--- config.mk ---
export PLATFORM = sky130hd
export DESIGN_NAME = mul_man_sched
export DESIGN_NICKNAME = d
export VERILOG_FILES = /design/src/rtl/mul_man_sched.sv
export SDC_FILE = /design/constraint.sdc
export NUM_CORES = 1
export LEC_CHECK = 0
export CAP_MARGIN = 20
export CORE_MARGIN = 2
export CORE_UTILIZATION = 49
export CTS_CLUSTER_DIAMETER = 50
export DETAILED_ROUTE_END_ITERATION = 7
export GPL_TIMING_DRIVEN = 0
export PLACE_DENSITY_LB_ADDON = 0.08
export SYNTH_ARGS = -nofsm -noshare
export SYNTH_HDL_FRONTEND = slang
export SYNTH_SLANG_ARGS = --single-unit
--- constraint.sdc ---
create_clock -name clk -period 3.05 [get_ports clk]
set_clock_uncertainty 0.1 [all_clocks]
set_input_delay 0.7625 -clock clk [delete_from_list [all_inputs] [get_ports clk]]
set_output_delay 0.7625 -clock clk [all_outputs]
set_load 0.01 [all_outputs]
--- src/rtl/mul_man_sched.sv ---
// Shares one 11x11 mantissa carry-save compressor between two MAC lanes, finishes the
// carry-propagate add and returns each product through a 2-deep per-lane result queue.
module mul_man_sched #(
  parameter int TAG_W = 4
) (
  input  logic             clk,
  input  logic             rst_n,
  input  logic             en,
  input  logic             req0_valid,
  output logic             req0_ready,
  input  logic [10:0]      req0_op1,
  input  logic [10:0]      req0_op2,
  input  logic [TAG_W-1:0] req0_tag,
  input  logic             req1_valid,
  output logic             req1_ready,
  input  logic [10:0]      req1_op1,
  input  logic [10:0]      req1_op2,
  input  logic [TAG_W-1:0] req1_tag,
  output logic [10:0]      comp_op1,
  output logic [10:0]      comp_op2,
  input  logic [23:0]      comp_result_a,
  input  logic [18:0]      comp_result_b,
  output logic             out0_valid,
  input  logic             out0_ready,
  output logic [21:0]      out0_prod,
  output logic [TAG_W-1:0] out0_tag,
  output logic             out1_valid,
  input  logic             out1_ready,
  output logic [21:0]      out1_prod,
  output logic [TAG_W-1:0] out1_tag,
  output logic             busy
);
  logic [1:0]       req_valid;
  logic [1:0]       elig;
  logic [1:0]       grant;
  logic [1:0]       push;
  logic [1:0]       out_ready;
  logic [1:0]       out_valid;
  logic [10:0]      req_op1 [2];
  logic [10:0]      req_op2 [2];
  logic [TAG_W-1:0] req_tag [2];
  logic [21:0]      head_prod [2];
  logic [TAG_W-1:0] head_tag [2];
  logic [1:0]       cnt [2];
  logic [TAG_W-1:0] grant_tag;

  logic             last_reg;
  logic             s1_valid_reg;
  logic             s1_dest_reg;
  logic [23:0]      s1_a_reg;
  logic [18:0]      s1_b_reg;
  logic [TAG_W-1:0] s1_tag_reg;

  logic [18:0]      hi_sum;
  logic [23:0]      sum24;
  logic [21:0]      prod;

  assign req_valid  = {req1_valid, req0_valid};
  assign out_ready  = {out1_ready, out0_ready};
  assign req_op1[0] = req0_op1;
  assign req_op1[1] = req1_op1;
  assign req_op2[0] = req0_op2;
  assign req_op2[1] = req1_op2;
  assign req_tag[0] = req0_tag;
  assign req_tag[1] = req1_tag;

  // A lane may only be granted if its queue can still hold everything already in flight.
  generate
    for (genvar gi = 0; gi < 2; gi++) begin : g_credit
      assign push[gi] = s1_valid_reg & (s1_dest_reg == 1'(gi));
      assign elig[gi] = rst_n & en & req_valid[gi] &
                        (({1'b0, cnt[gi]} + {2'b00, push[gi]}) < 3'd2);
    end
  endgenerate

  always_comb begin
    grant = elig;
    if (elig == 2'b11) begin
      grant = last_reg ? 2'b01 : 2'b10;
    end
  end

  assign req0_ready = grant[0];
  assign req1_ready = grant[1];

  always_comb begin
    comp_op1  = '0;
    comp_op2  = '0;
    grant_tag = '0;
    if (grant[0]) begin
      comp_op1  = req_op1[0];
      comp_op2  = req_op2[0];
      grant_tag = req_tag[0];
    end else if (grant[1]) begin
      comp_op1  = req_op1[1];
      comp_op2  = req_op2[1];
      grant_tag = req_tag[1];
    end
  end

  always_ff @(posedge clk or negedge rst_n) begin
    if (!rst_n) begin
      last_reg     <= 1'b1;
      s1_valid_reg <= 1'b0;
      s1_dest_reg  <= 1'b0;
      s1_a_reg     <= '0;
      s1_b_reg     <= '0;
      s1_tag_reg   <= '0;
    end else begin
      s1_valid_reg <= |grant;
      if (|grant) begin
        last_reg    <= grant[1];
        s1_dest_reg <= grant[1];
        s1_a_reg    <= comp_result_a;
        s1_b_reg    <= comp_result_b;
        s1_tag_reg  <= grant_tag;
      end
    end
  end

  // Carry vector is aligned at bit 5, so only the upper 19 bits need the adder.
  assign hi_sum = s1_a_reg[23:5] + s1_b_reg;
  assign sum24  = {hi_sum, s1_a_reg[4:0]};
  assign prod   = sum24[21:0];

  generate
    for (genvar gi = 0; gi < 2; gi++) begin : g_queue
      logic [21:0]      prod_mem [2];
      logic [TAG_W-1:0] tag_mem [2];
      logic             wr_ptr_reg;
      logic             rd_ptr_reg;
      logic [1:0]       cnt_reg;
      logic             pop;

      assign pop = out_valid[gi] & out_ready[gi];

      always_ff @(posedge clk or negedge rst_n) begin
        if (!rst_n) begin
          prod_mem[0] <= '0;
          prod_mem[1] <= '0;
          tag_mem[0]  <= '0;
          tag_mem[1]  <= '0;
          wr_ptr_reg  <= 1'b0;
          rd_ptr_reg  <= 1'b0;
          cnt_reg     <= 2'd0;
        end else begin
          if (push[gi]) begin
            prod_mem[wr_ptr_reg] <= prod;
            tag_mem[wr_ptr_reg]  <= s1_tag_reg;
            wr_ptr_reg           <= ~wr_ptr_reg;
          end
          if (pop) begin
            rd_ptr_reg <= ~rd_ptr_reg;
          end
          cnt_reg <= cnt_reg + {1'b0, push[gi]} - {1'b0, pop};
        end
      end

      assign cnt[gi]       = cnt_reg;
      assign out_valid[gi] = (cnt_reg != 2'd0);
      assign head_prod[gi] = prod_mem[rd_ptr_reg];
      assign head_tag[gi]  = tag_mem[rd_ptr_reg];

      a_no_overflow: assert property (@(posedge clk) disable iff (!rst_n)
        !(push[gi] && cnt_reg == 2'd2));
    end
  endgenerate

  a_prod_fits: assert property (@(posedge clk) disable iff (!rst_n)
    !s1_valid_reg || sum24[23:22] == 2'b00);

  assign out0_valid = out_valid[0];
  assign out0_prod  = head_prod[0];
  assign out0_tag   = head_tag[0];
  assign out1_valid = out_valid[1];
  assign out1_prod  = head_prod[1];
  assign out1_tag   = head_tag[1];

  assign busy = s1_valid_reg | (cnt[0] != 2'd0) | (cnt[1] != 2'd0);

endmodule

==> results.py <==
metrics = {
    "clocking": {
        "hold_buffers": 0,
        "cts.clk_slew.worst_paths_ns": 0.06,
        "clock_path_buffers": 2,
        "cts_root_buffer": "clkbuf_16",
        "cts_htree_levels": 4,
        "clock_latency_ns": 0.43,
        "cts_buffers": 17,
        "clock-sinks": 158,
        "cts_tree": "yes",
    },
    "place": {
        "place_area_um2": 9710,
        "post-dp-hpwl_mm": 15.3,
        "dp_slack_ns": -1.50,
        "globalplace.congestion": 0.840,
        "port_buffers": 176,
    },
    "floorplanning": {
        "io_pins": 181,
        "fp.dieH_um": 129,
        "core_um2": 15300,
        "die_x_um": 129,
        "rows": 45,
        "start_util": 0.502,
        "dieArea_um2": 16600,
    },
    "sta": {
        "setup_viol_count_final": 0,
        "worst_slack_ns": 0.0591,
        "tightest_slew_ns": 0.997,
        "fin_crit_ns": 2.99,
        "fmax_ghz": 0.334,
        "hold_viol_final": 0,
        "fin_crit_sh": 0.981,
        "slew_violations": 0,
        "relSlewSlack": 0.333,
    },
    "global_routing": {
        "use_met3": 0.0603,
        "grtUsageTotal": 0.271,
        "grt.overflow.total": 0,
        "first_global_vias": 6575,
        "antenna_found_initial": 0,
        "gr-usage-met2": 0.456,
        "grt_max_degree": 43,
        "grt_pass1_wl_mm": 34.4,
        "busiest_layer": "met2",
        "grt_use_met1": 0.346,
    },
    "power": {
        "internal_power_mw": 7.30,
        "seq_power_share": 0.308,
        "p_leak_nw": 4.86,
        "pwr-share-comb": 0.513,
        "p_clk_frac": 0.180,
        "p_per_area_nw_per_um2": 1140,
        "p_sw_mw": 4.80,
        "ir_drop_mv": 0.566,
        "p_sw_frac": 0.397,
    },
    "worst_setup_path": {
        "arrival_ns": 2.13,
        "crit_path_end_kind": "primary output",
        "path_max_fanout": 10,
        "r2r_start": "s1_a_reg[5]$_DFFE_PN0P_",
        "endpoint": "out0_prod[16]",
        "crit_path_start": "g_queue[0].rd_ptr_reg$_DFFE_PN0P_",
        "reg2reg_slack_ns": 0.15,
        "critPathLaunchType": "flop",
        "path_class": "flop to primary output",
        "cp.required_ns": 2.19,
        "r2r_end": "g_queue[1].prod_mem[17]$_DFFE_PN0P_",
        "ff2ff_path_depth": 8,
    },
    "final_layout": {
        "syn2layout_area_growth_pct": 38.4,
        "final_layout_size_suffix_gt1_frac": 0.217,
        "largest_reg_flops": 88,
        "stdcell_area_um2": 10600,
        "final_cell_mix": "dfrtp_1 (155), nand2_1 (151), clkdlybuf4s50_1 (148)",
        "mostFrequentLayoutCell": "dfrtp_1",
        "antenna_cells": 0,
        "fillers": 1118,
        "nets": 1063,
        "final_core_util": 0.694,
    },
    "logic_synthesis": {
        "synth_nets": 846,
        "synth_area_leader_cell": "dfrtp_1",
        "yosys_warnings": 0,
        "syn_area_um2": 7650,
        "synth_area_leaders": "dfrtp_1 (51%), mux2_2 (14%), nand2_1 (7.4%), o21ai_0 (5.1%), ha_1 (3.3%)",
        "synthArstFlopShare": 1.00,
        "avgSynthCellArea_um2": 10.6,
        "synth_cells": 723,
        "ys_seq_elements": 158,
        "synth_top_flop_cell": "dfrtp_1",
        "synth-edff-count": 0,
        "netlist.area_leader.share": 0.513,
        "ys_types": 51,
        "synth-seq-area-share": 0.517,
    },
    "route": {
        "ant_nets": 0,
        "drt-initial-drc-count": 385,
        "dr_total_vias": 6385,
        "viasPerCell": 5.49,
        "drcViolationCount": 0,
        "routed_wl_mm": 22.1,
        "first_pass_iters": 4,
        "wl_per_cell_um": 19.0,
    },
    "hold_path": {
        "hold_class": "input port to async pin",
    },
    "job": {
        "cap_viol_max_count": 0,
    },
    "outcome": {
        "status": "finished clean",
    },
}
==> worst max-delay path, cell delays in order (launching register included) <==
cell,delay [ns]
dfrtp_2,0.51
clkbuf_4,0.30
mux2_2,0.39
clkdlybuf4s50_1,0.50
==> metrics by stage <==
step	std cells	hold WS, ns	TNS, ns	power [mW]
floorplan	723	0.340	0	7.29
global placement	1110	0.354	-1172.91	9.49
detailed placement	1111	0.362	-50.74	9.72
CTS	1157	0.0519	0	12.0
global route	1164	0.0398	-0.0126	12.8
finish	1164	0.0512	0	12.1
==> worst min-delay path by stage <==
stage	from	to	slack, ns	depth (start not counted)
2_1_floorplan	g_queue[1].prod_mem[5]$_DFFE_PN0P_	g_queue[1].prod_mem[5]$_DFFE_PN0P_	0.34	2
3_3_place_gp	g_queue[1].prod_mem[6]$_DFFE_PN0P_	g_queue[1].prod_mem[6]$_DFFE_PN0P_	0.35	2
3_5_place_dp	g_queue[1].prod_mem[24]$_DFFE_PN0P_	g_queue[1].prod_mem[24]$_DFFE_PN0P_	0.36	2
4_1_cts	rst_n	s1_a_reg[0]$_DFFE_PN0P_	0.05	1
5_1_grt	rst_n	g_queue[1].prod_mem[24]$_DFFE_PN0P_	0.04	1
6_report	rst_n	s1_a_reg[2]$_DFFE_PN0P_	0.05	1
==> timing repair <==
| action | in CTS | in global routing |
|---|---|---|
| pin swaps | 7 | 2 |
| setup endpoints to repair | 62 | 37 |
| gates resized for setup | 116 | 6 |
| buffers inserted | 9 | 4 |
| cloned | 7 | 3 |
==> cells by family after synthesis <==
| kind of cell | count (synthesis) | synth area share |
|---|---|---|
| simple gates | 209 | 0.117 |
| compound gates | 159 | 0.130 |
| flops | 158 | 0.517 |
| mux | 101 | 0.148 |
| buf+inv | 53 | 0.0281 |
| xor+xnor | 22 | 0.0252 |
| fa+ha+maj | 21 | 0.0353 |
==> layout make-up <==
type / count / area (um2) / share of cell area
Buffer: 38 / 201 / 0.0190
Clock buffer: 19 / 433 / 0.0409
Clock inverter: 13 / 164 / 0.0155
Inverter: 13 / 48.8 / 0.00461
Multi-Input combinational cell: 512 / 3510 / 0.331
Sequential cell: 158 / 3960 / 0.374
Tap cell: 211 / 264 / 0.0249
Timing Repair Buffer: 200 / 2010 / 0.190
==> power by group through the flow <==
stage	Combinational, mW	Sequential [mW]	Clock [mW]
final	6.20	3.72	2.17
after global routing	6.71	3.84	2.29
after CTS	6.08	3.72	2.18
after detailed placement	6.03	3.69	0
after global placement	5.88	3.62	0
after floorplan	3.79	3.50	0
==> metal layers <==
layer  vias to the layer above  routed length [um]
met4                         0                 544
met5                         -                   0
met3                        43                1270
met2                       268               10800
li1                       2958                   -
met1                      3116                9450
==> synth_stat cells, drive strengths merged, types with 2 or more instances <==
| library cell | instances |
|---|---|
| a21o | 5 |
| mux2 | 98 |
| o31ai | 4 |
| or2 | 3 |
| clkbuf | 21 |
| o22ai | 3 |
| ha | 20 |
| a31oi | 3 |
| and3 | 4 |
| o21a | 2 |
| a211oi | 2 |
| nor2 | 20 |
| nand2 | 152 |
| inv | 13 |
| a21oi | 20 |
| nor2b | 5 |
| nand4b | 3 |
| nor3 | 2 |
| o21bai | 2 |
| and2 | 3 |
| xnor2 | 12 |
| o211ai | 3 |
| dfrtp | 157 |
| a22o | 22 |
| or4 | 4 |
| nand2b | 4 |
| xor2 | 10 |
| o21ai | 83 |
| nand3 | 6 |
| a22oi | 4 |
| mux2i | 3 |
| buf | 19 |
No activity file was read; power rests on OpenSTA's default activity.
